<file path="config.mk">
export PLATFORM = sky130hd
export DESIGN_NAME = fp_to_int_conv_flat
export DESIGN_NICKNAME = d
export VERILOG_FILES = /design/src/rtl/float_pkg.sv /design/src/rtl/fp_to_int_conv_if.sv /design/src/rtl/fp_to_int_conv.sv /design/src/flat_wrapper.sv
export SDC_FILE = /design/constraint.sdc
export NUM_CORES = 1
export LEC_CHECK = 0
export ABC_AREA = 1
export CORE_MARGIN = 1
export CORE_UTILIZATION = 62
export CTS_BUF_LIST = sky130_fd_sc_hd__clkbuf_4 sky130_fd_sc_hd__clkbuf_8
export CTS_CLUSTER_SIZE = 14
export DETAILED_ROUTE_END_ITERATION = 6
export GPL_TIMING_DRIVEN = 1
export PLACE_DENSITY = 0.91
export SLEW_MARGIN = 15
export SYNTH_ARGS = -nofsm -noshare
export SYNTH_HDL_FRONTEND = slang
export SYNTH_SLANG_ARGS = --single-unit
</file>
<file path="constraint.sdc">
create_clock -name clk -period 4.8 [get_ports clk]
set_clock_uncertainty 0.05 [all_clocks]
set_input_delay 1.2 -clock clk [delete_from_list [all_inputs] [get_ports clk]]
set_output_delay 1.2 -clock clk [all_outputs]
set_load 0.02 [all_outputs]
</file>
<file path="src/rtl/float_pkg.sv">
// IEEE 754 single-precision field layout shared by the float conversion blocks.
package float_pkg;

    localparam int unsigned EXPONENT_BITS = 8;
    localparam int unsigned FRACTION_BITS = 23;
    localparam int unsigned BIAS          = 127;

    typedef struct packed {
        logic                     sign;
        logic [EXPONENT_BITS-1:0] exponent;
        logic [FRACTION_BITS-1:0] fraction;
    } float;

endpackage

</file>
<file path="src/rtl/fp_to_int_conv_if.sv">
// Operand/result handshake bundle for the float-to-integer converter.
interface fp_to_int_conv_if;

    logic           in_valid;
    logic           in_ready;
    float_pkg::float in_data;
    logic           out_valid;
    logic           out_ready;
    logic [31:0]    out_data;
    logic           out_overflow;
    logic           out_invalid;
    logic           out_inexact;

    // Producer of operands / consumer of results
    modport master (
        output in_valid, in_data, out_ready,
        input  in_ready, out_valid, out_data, out_overflow, out_invalid, out_inexact
    );

    // Converter side
    modport slave (
        input  in_valid, in_data, out_ready,
        output in_ready, out_valid, out_data, out_overflow, out_invalid, out_inexact
    );

endinterface

</file>
<file path="src/rtl/fp_to_int_conv.sv">
// Iterative single-precision float to signed 32-bit integer converter.
// Rounds toward zero, one magnitude shift per clock; saturates on overflow.
module fp_to_int_conv
    import float_pkg::*;
(
    input  logic             clk,
    input  logic             reset_n,
    fp_to_int_conv_if.slave  bus
);

    localparam int unsigned CNT_W = 5;

    localparam logic [1:0] S_IDLE  = 2'd0;
    localparam logic [1:0] S_SHIFT = 2'd1;
    localparam logic [1:0] S_DONE  = 2'd2;

    localparam logic [EXPONENT_BITS-1:0] EXP_MAX = '1;
    localparam logic [EXPONENT_BITS-1:0] EXP_ONE = EXPONENT_BITS'(BIAS);
    localparam logic [EXPONENT_BITS-1:0] EXP_LSB = EXPONENT_BITS'(BIAS + FRACTION_BITS);
    localparam logic [EXPONENT_BITS-1:0] EXP_SAT = EXPONENT_BITS'(BIAS + 31);

    localparam logic [31:0] SAT_POS = 32'h7FFF_FFFF;
    localparam logic [31:0] SAT_NEG = 32'h8000_0000;

    logic [1:0]       state_q,     state_d;
    logic [31:0]      mag_q,       mag_d;
    logic [CNT_W-1:0] cnt_q,       cnt_d;
    logic             sticky_q,    sticky_d;
    logic             left_q,      left_d;
    logic             sign_q,      sign_d;
    logic [31:0]      data_q,      data_d;
    logic             ovf_q,       ovf_d;
    logic             inv_q,       inv_d;
    logic             inx_q,       inx_d;
    logic             in_ready_q,  in_ready_d;
    logic             out_valid_q, out_valid_d;

    float             op_c;
    logic [31:0]      m_ext_c;
    logic [31:0]      mag_shift_c;
    logic             sticky_shift_c;
    logic [CNT_W-1:0] n_c;
    logic             go_shift_c;

    function automatic logic [31:0] apply_sign(input logic neg, input logic [31:0] mag);
        return neg ? (~mag + 32'd1) : mag;
    endfunction

    function automatic logic [31:0] sat_value(input logic neg);
        return neg ? SAT_NEG : SAT_POS;
    endfunction

    assign op_c           = bus.in_data;
    assign m_ext_c        = {8'd0, 1'b1, op_c.fraction};
    assign mag_shift_c    = left_q ? (mag_q << 1) : (mag_q >> 1);
    assign sticky_shift_c = sticky_q | (~left_q & mag_q[0]);

    // Next-state, datapath and output decode
    always_comb begin
        state_d     = state_q;
        mag_d       = mag_q;
        cnt_d       = cnt_q;
        sticky_d    = sticky_q;
        left_d      = left_q;
        sign_d      = sign_q;
        data_d      = data_q;
        ovf_d       = ovf_q;
        inv_d       = inv_q;
        inx_d       = inx_q;
        in_ready_d  = in_ready_q;
        out_valid_d = out_valid_q;
        n_c         = '0;
        go_shift_c  = 1'b0;

        case (state_q)
            S_IDLE: begin
                if (bus.in_valid && in_ready_q) begin
                    sign_d   = op_c.sign;
                    mag_d    = m_ext_c;
                    sticky_d = 1'b0;
                    left_d   = 1'b0;
                    data_d   = '0;
                    ovf_d    = 1'b0;
                    inv_d    = 1'b0;
                    inx_d    = 1'b0;

                    if (op_c.exponent == EXP_MAX && op_c.fraction != '0) begin
                        inv_d = 1'b1;
                    end else if (op_c.exponent == EXP_MAX) begin
                        ovf_d  = 1'b1;
                        data_d = sat_value(op_c.sign);
                    end else if (op_c.exponent == '0 && op_c.fraction == '0) begin
                        data_d = '0;
                    end else if (op_c.exponent < EXP_ONE) begin
                        inx_d = 1'b1;
                    end else if (op_c.exponent >= EXP_SAT) begin
                        // -2^31 is the only representable value at or above 2^31
                        if (op_c.sign && op_c.exponent == EXP_SAT && op_c.fraction == '0) begin
                            data_d = SAT_NEG;
                        end else begin
                            ovf_d  = 1'b1;
                            data_d = sat_value(op_c.sign);
                        end
                    end else if (op_c.exponent >= EXP_LSB) begin
                        left_d = 1'b1;
                        n_c    = CNT_W'(op_c.exponent - EXP_LSB);
                        if (n_c == '0) begin
                            data_d = apply_sign(op_c.sign, m_ext_c);
                        end else begin
                            go_shift_c = 1'b1;
                        end
                    end else begin
                        n_c        = CNT_W'(EXP_LSB - op_c.exponent);
                        go_shift_c = 1'b1;
                    end

                    cnt_d      = n_c;
                    in_ready_d = 1'b0;
                    if (go_shift_c) begin
                        state_d = S_SHIFT;
                    end else begin
                        state_d     = S_DONE;
                        out_valid_d = 1'b1;
                    end
                end
            end

            S_SHIFT: begin
                mag_d    = mag_shift_c;
                sticky_d = sticky_shift_c;
                cnt_d    = cnt_q - CNT_W'(1);
                if (cnt_q == CNT_W'(1)) begin
                    state_d     = S_DONE;
                    out_valid_d = 1'b1;
                    data_d      = apply_sign(sign_q, mag_shift_c);
                    inx_d       = sticky_shift_c;
                end
            end

            S_DONE: begin
                if (bus.out_ready) begin
                    state_d     = S_IDLE;
                    out_valid_d = 1'b0;
                    in_ready_d  = 1'b1;
                end
            end

            default: begin
                state_d     = S_IDLE;
                out_valid_d = 1'b0;
                in_ready_d  = 1'b1;
            end
        endcase
    end

    // State and datapath registers with synchronous reset
    always_ff @(posedge clk) begin
        if (!reset_n) begin
            state_q     <= S_IDLE;
            mag_q       <= '0;
            cnt_q       <= '0;
            sticky_q    <= 1'b0;
            left_q      <= 1'b0;
            sign_q      <= 1'b0;
            data_q      <= '0;
            ovf_q       <= 1'b0;
            inv_q       <= 1'b0;
            inx_q       <= 1'b0;
            in_ready_q  <= 1'b1;
            out_valid_q <= 1'b0;
        end else begin
            state_q     <= state_d;
            mag_q       <= mag_d;
            cnt_q       <= cnt_d;
            sticky_q    <= sticky_d;
            left_q      <= left_d;
            sign_q      <= sign_d;
            data_q      <= data_d;
            ovf_q       <= ovf_d;
            inv_q       <= inv_d;
            inx_q       <= inx_d;
            in_ready_q  <= in_ready_d;
            out_valid_q <= out_valid_d;
        end
    end

    assign bus.in_ready     = in_ready_q;
    assign bus.out_valid    = out_valid_q;
    assign bus.out_data     = data_q;
    assign bus.out_overflow = ovf_q;
    assign bus.out_invalid  = inv_q;
    assign bus.out_inexact  = inx_q;

endmodule
</file>
<file path="src/flat_wrapper.sv">
// flat-port wrapper written by rule: the top's interface ports become plain ports
module fp_to_int_conv_flat import float_pkg::*;
  (clk, reset_n, bus_in_valid, bus_in_data, bus_out_ready, bus_in_ready, bus_out_valid, bus_out_data, bus_out_overflow, bus_out_invalid, bus_out_inexact);
  fp_to_int_conv_if bus_i ();
  input  logic clk;
  input  logic reset_n;
  input wire logic [$bits(bus_i.in_valid)-1:0] bus_in_valid;
  input wire logic [$bits(bus_i.in_data)-1:0] bus_in_data;
  input wire logic [$bits(bus_i.out_ready)-1:0] bus_out_ready;
  output wire logic [$bits(bus_i.in_ready)-1:0] bus_in_ready;
  output wire logic [$bits(bus_i.out_valid)-1:0] bus_out_valid;
  output wire logic [$bits(bus_i.out_data)-1:0] bus_out_data;
  output wire logic [$bits(bus_i.out_overflow)-1:0] bus_out_overflow;
  output wire logic [$bits(bus_i.out_invalid)-1:0] bus_out_invalid;
  output wire logic [$bits(bus_i.out_inexact)-1:0] bus_out_inexact;
  assign bus_i.in_valid = bus_in_valid;
  assign bus_i.in_data = bus_in_data;
  assign bus_i.out_ready = bus_out_ready;
  assign bus_in_ready = bus_i.in_ready;
  assign bus_out_valid = bus_i.out_valid;
  assign bus_out_data = bus_i.out_data;
  assign bus_out_overflow = bus_i.out_overflow;
  assign bus_out_invalid = bus_i.out_invalid;
  assign bus_out_inexact = bus_i.out_inexact;
  fp_to_int_conv u_core (.clk(clk), .reset_n(reset_n), .bus(bus_i));
endmodule
</file>
; ---- After elaboration in Yosys (flattened, before gate mapping)
; Cells that the tools add are included.
[totals]
elab_cells = 120
reg_bits = 79
input_bits = 36
output_inout_bits = 37
[op_classes]
reduce_logical = 17
mux = 68
magnitude_cmp = 3
n_eq_ne = 9
n_bitwise = 6
add_sub_neg = 5
[ops]
columns = op, count
row1 = 2-to-1 mux 32 bit, 15
row2 = case mux 32 bit (2 select lines), 2
row3 = adder 32 x 1 -> 32 bit (second input constant), 2
row4 = 2-to-1 mux 5 bit, 7
row5 = 2-to-1 mux 1 bit, 34
row6 = inverter 24 -> 32 bit, 1
row7 = inverter 32 bit, 1
row8 = logical NOT 23 bit, 1
row9 = nonzero test 23 bit, 1
row10 = equality test 8 bit (second input constant), 2
row11 = greater-or-equal comparator 8 bit (second input constant), 2
row12 = case mux 5 bit (2 select lines), 1
row13 = AND reduction 3 bit, 3
row14 = logical NOT 8 bit, 1
row15 = less-than comparator 8 x 7 -> 1 bit (second input constant), 1
row16 = 2-to-1 mux 2 bit, 4
row17 = case mux 1 bit (3 select lines), 2
row18 = case mux 2 bit (3 select lines), 1
row19 = equality test 5 x 1 -> 1 bit (second input constant), 1
row20 = logical AND 1 bit, 5
row21 = logical NOT 5 bit, 1
row22 = subtractor 5 x 1 -> 5 bit (second input constant), 1
row23 = subtractor 5 bit (first input constant), 1
row24 = subtractor 5 bit (second input constant), 1
row25 = 12 further kinds, 17

; ---- Logic depth before layout (Yosys ltp)
; Gate-level depths: netlist of the first run.
[depth]
ltp_word = 14
mapped_depth = 16
mapped_depth_nobuf = 15

; ---- Worst setup path before layout of the first run
; OpenSTA, ideal clock, no wires.
[synth_timing]
path_type = input -> register
from = input port bus_in_data[1]
to = register u_core.data_q[18], in the netlist u_core.bus.out_data[18]
path_buffers = 1
arrival_ns = 2.520
setup_time_ns = 0.070
path_slack_ns = 2.160
path_stages = 9
cell_sequence = inv_1 > ha_1 > nand2_1 > nor2_2 > nand4_1 > nand2_2 > buf_1 > nand4_1 > a21oi_1
[synth_via]
elab_chain_len = 12
elab_cells_between_ends = 18
classes_between = 1 x add/sub / 11 x mux / 1 x bitwise / 5 x reduce/logical
[synth_rtl]
columns = item, line_no
row1 = "start, declared", flat_wrapper.sv:8  ; input wire logic [$bits(bus_i.in_data)-1:0] bus_in_data;
row2 = inverter 24 -> 32 bit, fp_to_int_conv.sv:46  ; return neg ? (~mag + 32'd1) : mag;
row3 = adder 32 x 1 -> 32 bit, fp_to_int_conv.sv:46
row4 = 2-to-1 mux 32 bit, fp_to_int_conv.sv:46
row5 = 2-to-1 mux 32 bit, fp_to_int_conv.sv:107  ; if (n_c == '0) begin
row6 = 2-to-1 mux 32 bit, fp_to_int_conv.sv:104  ; end else if (op_c.exponent >= EXP_LSB) begin
row7 = 2-to-1 mux 32 bit, fp_to_int_conv.sv:96  ; end else if (op_c.exponent >= EXP_SAT) begin
row8 = 2-to-1 mux 32 bit, fp_to_int_conv.sv:94  ; end else if (op_c.exponent < EXP_ONE) begin
row9 = 2-to-1 mux 32 bit, fp_to_int_conv.sv:92  ; end else if (op_c.exponent == '0 && op_c.fraction == '0) begin
row10 = 2-to-1 mux 32 bit, fp_to_int_conv.sv:89  ; end else if (op_c.exponent == EXP_MAX) begin
row11 = 2-to-1 mux 32 bit (*), fp_to_int_conv.sv:87  ; if (op_c.exponent == EXP_MAX && op_c.fraction != '0) begin
row12 = 2-to-1 mux 32 bit (*), fp_to_int_conv.sv:77  ; if (bus.in_valid && in_ready_q) begin
row13 = case mux 32 bit (2 select lines) (*), fp_to_int_conv.sv:75  ; case (state_q)
row14 = "end signal, assigned", fp_to_int_conv.sv:178  ; data_q <= data_d;
row15 = "end, declared", fp_to_int_conv.sv:31  ; logic [31:0] data_q, data_d;
; Every way passes the cells marked *; elsewhere a longest branch is shown, timed or not. The select of a mux whose other input is x is not followed.
; A chain may end at the register's enable or synchronous reset.

; ---- Worst setup path after layout of the first run
[layout_timing]
from = input port bus_in_data[24]
to = register u_core.data_q[24], in the netlist u_core.bus.out_data[24]
[layout_via]
elab_chain_len = 11
elab_cells_between_ends = 22
classes_between = 1 x add/sub / 3 x order compare / 2 x eq/ne / 10 x mux / 6 x reduce/logical
[layout_rtl]
columns = item, line_no
row1 = subtractor 5 bit / equality test 8 bit (equally long branches), "fp_to_int_conv.sv:106, fp_to_int_conv.sv:98"
row2 = logical NOT 5 bit / logical AND 1 bit (equally long branches), "fp_to_int_conv.sv:107, fp_to_int_conv.sv:98"
row3 = 2-to-1 mux 32 bit / logical AND 1 bit (equally long branches), "fp_to_int_conv.sv:107, fp_to_int_conv.sv:98"
row4 = 2-to-1 mux 32 bit (on tied branches), "fp_to_int_conv.sv:104, fp_to_int_conv.sv:98"
row5 = 2-to-1 mux 32 bit, fp_to_int_conv.sv:96
row6 = 2-to-1 mux 32 bit, fp_to_int_conv.sv:94
row7 = 2-to-1 mux 32 bit, fp_to_int_conv.sv:92
row8 = 2-to-1 mux 32 bit, fp_to_int_conv.sv:89
row9 = 2-to-1 mux 32 bit (*), fp_to_int_conv.sv:87
row10 = 2-to-1 mux 32 bit (*), fp_to_int_conv.sv:77
row11 = case mux 32 bit (2 select lines) (*), fp_to_int_conv.sv:75
; Marked as above.

==> results.toml, run 1 <==
[route]
wl_per_cell_um = 16.6
dr.pass1.iters = 5
avgViaCountPerCell = 5.97
dr.first_iter.drc_count = 834
drt-total-wl_mm = 20.6
num_vias = 7423
drc = 0
ant_nets = 0

[logic_synthesis]
async_flop_share = 0
synthCells = 1066
ys_seq_area_frac = 0.258
synth-seq-cells = 79
synthDominantCellAreaShare = 0.258
syn-mean-instance-area_um2 = 5.74
synth-edff-count = 0
synth_area_leaders = "dfxtp_1 26%, nand2_1 20%, nor2_1 8.5%"
ys.flop_type = "dfxtp_1"
synth_area_um2 = 6120
yosysWarnings = 0
synth.distinct_cells = 38
synth_nets = 1111
yosysTopAreaCell = "dfxtp_1"

[global_routing]
grtUsageTotal = 0.414
grt_pass1_wl_mm = 33.0
grt_start_max_net_pins = 59
grt_pass1_vias = 6680
antenna_found_initial = 0
grt-ovfl-total = 0

[placement]
dp_slack_ns = 1.02
hpwl_mm = 15.0
port_buffers = 72
gp_congestion = 1.01

[final_layout]
final_cell_mix = "321 x nand2_1, 138 x nor2_1, 103 x inv_1, 78 x dfxtp_1, 77 x nand3_1"
layout-drive-gt1-share = 0.0503
nets = 1154
final_common_cell = "nand2_1"
synthToLayoutAreaGrowth_pct = 15.1
n_fill_cell = 820
fin_util = 0.748
diodes = 0

[run_status]
outcome = "completed"

[cts]
cts_num_sinks = 79
root_buffer = "clkbuf_8"
postCtsHoldBufs = 0
cts_buffers = 9
cts.repair.resized = 0
htree_levels = 3
clock_latency_ns = 0.35
cts.clk_slew.worst_paths_ns = 0.09
cts_buffer_depth = 2
cts_tree = "built"
post-cts-setup-buffers = 0

[power_and_ir_drop]
irDropWorstVdd_mv = 0.436
powerDensity_nw_per_um2 = 637
cellLeakagePower_nw = 3.18
power_mw = 4.49

[sta]
relSlewSlack = 0.274
tightest_slew_ns = 1.09
max_clock_freq_mhz = 289
setup_tns_ns = 0
setup_viol = 0
maxSlewViolCount = 0
period_needed_ns = 3.46
post-route-worst-setup-slack_ns = 1.34
hold_viol = 0
fin_crit_sh = 0.720
rsz0062_at_grt = "no"

[worst_setup_path]
crit_fanout = 22
start_kind = "input pin"
path_class = "in2reg"
critPathCaptureType = "flip-flop"
crit_required_ns = 4.99
arrival_ns = 3.65

[floorplan]
initial_core_util = 0.650
row_count = 35
core-area_um2 = 9420
die_area_um2 = 10300
die-height_um = 101
die_width_um = 101
ios = 73

[flow_run]
cap_violations = 0

[worst_hold_path]
hold_path_class = "reg2reg"
-- power by group --
group	leakage, nW	total (mW)	internal, mW	switching (mW)
Combinational	2.44	2.89	0.943	1.95
Sequential	0.649	1.10	0.908	0.194
Clock	0.0914	0.496	0.211	0.285
Total	3.18	4.49	2.06	2.43
-- sequential cells by signal (all words and copies together), names as in the netlist --
name and cells:
u_core.bus.out_inexact 1, u_core.sticky_q 1, u_core.bus.out_valid 1, u_core.bus.out_invalid 1, u_core.cnt_q 5, u_core.bus.in_ready 1
u_core.left_q 1, u_core.mag_q 32, u_core.bus.out_overflow 1, u_core.bus.out_data 32, u_core.sign_q 1, u_core.state_q 2
-- per-stage QoR --
step	hold WS [ns]	instance area, um^2	cells
floorplan	0.387	6120	1066
global placement	0.397	6860	1227
detailed placement	0.412	6860	1227
CTS	0.427	7050	1243
global route	0.454	7050	1243
finish	0.423	7050	1243
-- routing by layer --
layer | track usage | vias up | share of wire
li1 | - | 3589 | -
met1 | 0.525 | 3293 | 0.40
met2 | 0.670 | 450 | 0.44
met3 | 0.0656 | 91 | 0.098
met4 | 0.235 | 0 | 0.061
met5 | 0 | - | 0
-- logic make-up after synthesis --
family | share of synthesized area
AND/OR/NAND/NOR | 0.416
AO/OA/AOI/OAI | 0.182
buffers and inverters | 0.108
flip-flops | 0.258
XOR/XNOR | 0.0172
adder cells (fa/ha/maj) | 0.0184
-- synthesized netlist by cell type (all sizes together) (4+ instances only) --
cell       n
nor3      16
xor2       9
nand3     78
nand4     31
inv      108
o22ai     10
nand2    324
clkbuf    28
ha         9
buf       25
dfxtp     79
a31oi     15
a221oi    11
nand3b     4
nor2     149
o211ai     5
o21ai     78
a21oi     67
o2111ai    5
-- path summary, 6_finish.rpt --
check	cells after the start	endpoint	startpoint	slack (ns)
worst max-delay path	12	u_core.bus.out_data[24]	bus_in_data[24]	1.34
worst min-delay path	2	u_core.mag_q[31]	u_core.mag_q[31]	0.42
worst max register to register	11	u_core.bus.out_data[21]	u_core.state_q[1]	1.70
worst min register to register	2	u_core.mag_q[31]	u_core.mag_q[31]	0.42
-- area by class of cell --
class / instances / area (um^2) / share of cell area
Clock buffer: 10 / 138 / 0.0195
Clock inverter: 6 / 52.6 / 0.00746
Inverter: 110 / 413 / 0.0586
Multi-Input combinational cell: 824 / 3880 / 0.551
Sequential cell: 79 / 1580 / 0.225
Tap cell: 129 / 161 / 0.0229
Timing Repair Buffer: 85 / 818 / 0.116
-- worst max-delay path: stages --
cell and delay (ns):
clkdlybuf4s50_1 0.54, ha_1 0.29, nand2_1 0.08, nor2_1 0.04
nand3_1 0.10, nand3_2 0.22, inv_1 0.58, nand2_1 0.12
nand4_1 0.11, nand2_1 0.07, inv_1 0.20, a21oi_1 0.10
Power figures use the tool's default switching activity.
==> run 2, diff against run 1 <==
- CORE_UTILIZATION: 62 -> 59
- PLACE_DENSITY: 0.91 -> 0.88
- clock period: 4.8 -> 3.2 ns (I/O delays scaled with it)
==> run 2 against run 1 <==
  * Cell count increased by 1.6%
  * Utilization decreased by 2.4 points
  * Clock-buffer cell count increased by 1
  * Register-to-register slack got worse by 1.1 ns
  * Die area increased by 5.0%
  * Critical path type unchanged
  * Largest cell class unchanged
==> results.toml, run 2 (same netlist as run 1, synthesis figures left out) <==
[run_status]
outcome = "completed"

[sta]
maxSlewViolCount = 0
fin_crit_sh = 0.861
setup_viol = 0
max_clock_freq_mhz = 363
holdWs_ns = 0.414
period_needed_ns = 2.76
relSlewSlack = 0.604
hold_viol = 0
tightest_slew_ns = 0.593
setup_tns_ns = 0
rsz0062_at_grt = "no"

[floorplan]
row_count = 36
ios = 73
die_width_um = 104
die_area_um2 = 10800
initial_core_util = 0.618
core-area_um2 = 9910
die-height_um = 104

[final_layout]
diodes = 0
multi_input_area_um2 = 3880
synthToLayoutAreaGrowth_pct = 17.2
final_cell_mix = "321 x nand2_1, 138 x nor2_1, 103 x inv_1, 78 x dfxtp_1, 77 x nand3_1"
final_common_cell = "nand2_1"
n_fill_cell = 907
nets = 1170
seq_area_um2 = 1580
layout-drive-gt1-share = 0.0637

[route]
ant_nets = 0
dr.pass1.iters = 6
drc = 0
avgViaCountPerCell = 5.89
dr.first_iter.drc_count = 819
wl_per_cell_um = 16.8
drt-total-wl_mm = 21.2
num_vias = 7440

[cts]
cts_tree = "built"
cts.clk_slew.worst_paths_ns = 0.08
htree_levels = 3
root_buffer = "clkbuf_8"
cts_num_sinks = 79
clock_latency_ns = 0.38
cts.repair.resized = 0
cts_buffer_depth = 2
post-cts-setup-buffers = 0
postCtsHoldBufs = 0
cts_buffers = 9

[global_routing]
grt_pass1_wl_mm = 34.0
grt-ovfl-total = 0
grt_pass1_vias = 6647
grtUsageTotal = 0.398
antenna_found_initial = 0
grt_start_max_net_pins = 44

[worst_setup_path]
r2r-start = "u_core.left_q"
crit_required_ns = 3.41
reg2reg_setup_slack_ns = 0.56
arrival_ns = 2.97
r2r_cells = 12
crit_fanout = 13
critPathCaptureType = "flip-flop"
r2r_end = "u_core.bus.out_data[28]"
path_class = "in2reg"
start_kind = "input pin"

[worst_hold_path]
hold_path_class = "reg2reg"
worstHoldStart = "u_core.mag_q[28]"
hold_end = "u_core.mag_q[28]"
min_path_cells = 2

[power_and_ir_drop]
powerDensity_nw_per_um2 = 958
p_sw_frac = 0.534
clkPwrFrac = 0.116
power_mw = 6.88
irDropWorstVdd_mv = 0.962
combPwrFrac = 0.645
intPower_mw = 3.20
seq_power_share = 0.239
cellLeakagePower_nw = 3.27
power_switching_mw = 3.67

[placement]
port_buffers = 72
gp_congestion = 0.990
hpwl_mm = 15.5

[flow_run]
cap_violations = 0
[run 2: cell type report]
cell class | instances | area share
multi-input cells | 824 | 0.541
flip-flops and latches | 79 | 0.220
repair buffers | 101 | 0.131
clock inverters | 5 | 0.00819
clock buffers | 11 | 0.0193
inverters | 110 | 0.0575
well taps | 133 | 0.0232
[run 2: through the flow]
stage           util  cell area (um^2)  cells  setup WS [ns]
3_5_place_dp   0.704              6980   1247          0.119
5_1_grt        0.724              7180   1263          0.261
2_1_floorplan      -              6120   1066          0.960
6_report       0.724              7180   1263          0.444
4_1_cts        0.724              7180   1263          0.507
3_3_place_gp   0.704              6980   1247          0.199
[run 2: power groups by stage]
stage	clock network [mW]	logic (mW)	registers (mW)
after floorplan	0	2.60	1.85
after global placement	0	4.23	1.64
after detailed placement	0	4.29	1.64
after CTS	0.795	4.32	1.63
after global routing	0.830	4.83	1.68
final	0.795	4.44	1.64
[run 2: worst max-delay path: stages]
cell             delay, ns
clkdlybuf4s50_1       0.61
ha_1                  0.20
nand4_1               0.09
nor3_1                0.32
nand2_1               0.09
inv_1                 0.13
nand2_2               0.20
nand4_1               0.16
nand2_1               0.07
inv_1                 0.19
a21oi_1               0.10
[run 2: per-layer routing]
| layer | vias to the layer above | GRT usage | part of all wire |
|---|---|---|---|
| li1 | 3620 | - | - |
| met1 | 3278 | 0.528 | 0.41 |
| met2 | 468 | 0.607 | 0.44 |
| met3 | 74 | 0.0827 | 0.11 |
| met4 | 0 | 0.210 | 0.046 |
| met5 | - | 0 | 0 |
[run 2: worst max-delay path by stage]
stage                    startpoint                 endpoint  slack (ns)
global route        bus_in_data[24]          u_core.cnt_q[2]        0.26
CTS                 bus_in_data[24]  u_core.bus.out_data[25]        0.51
global placement    bus_in_data[24]  u_core.bus.out_data[28]        0.20
floorplan            bus_in_data[1]  u_core.bus.out_data[18]        0.96
finish              bus_in_data[24]  u_core.bus.out_data[25]        0.44
detailed placement  bus_in_data[24]  u_core.bus.out_data[25]        0.12
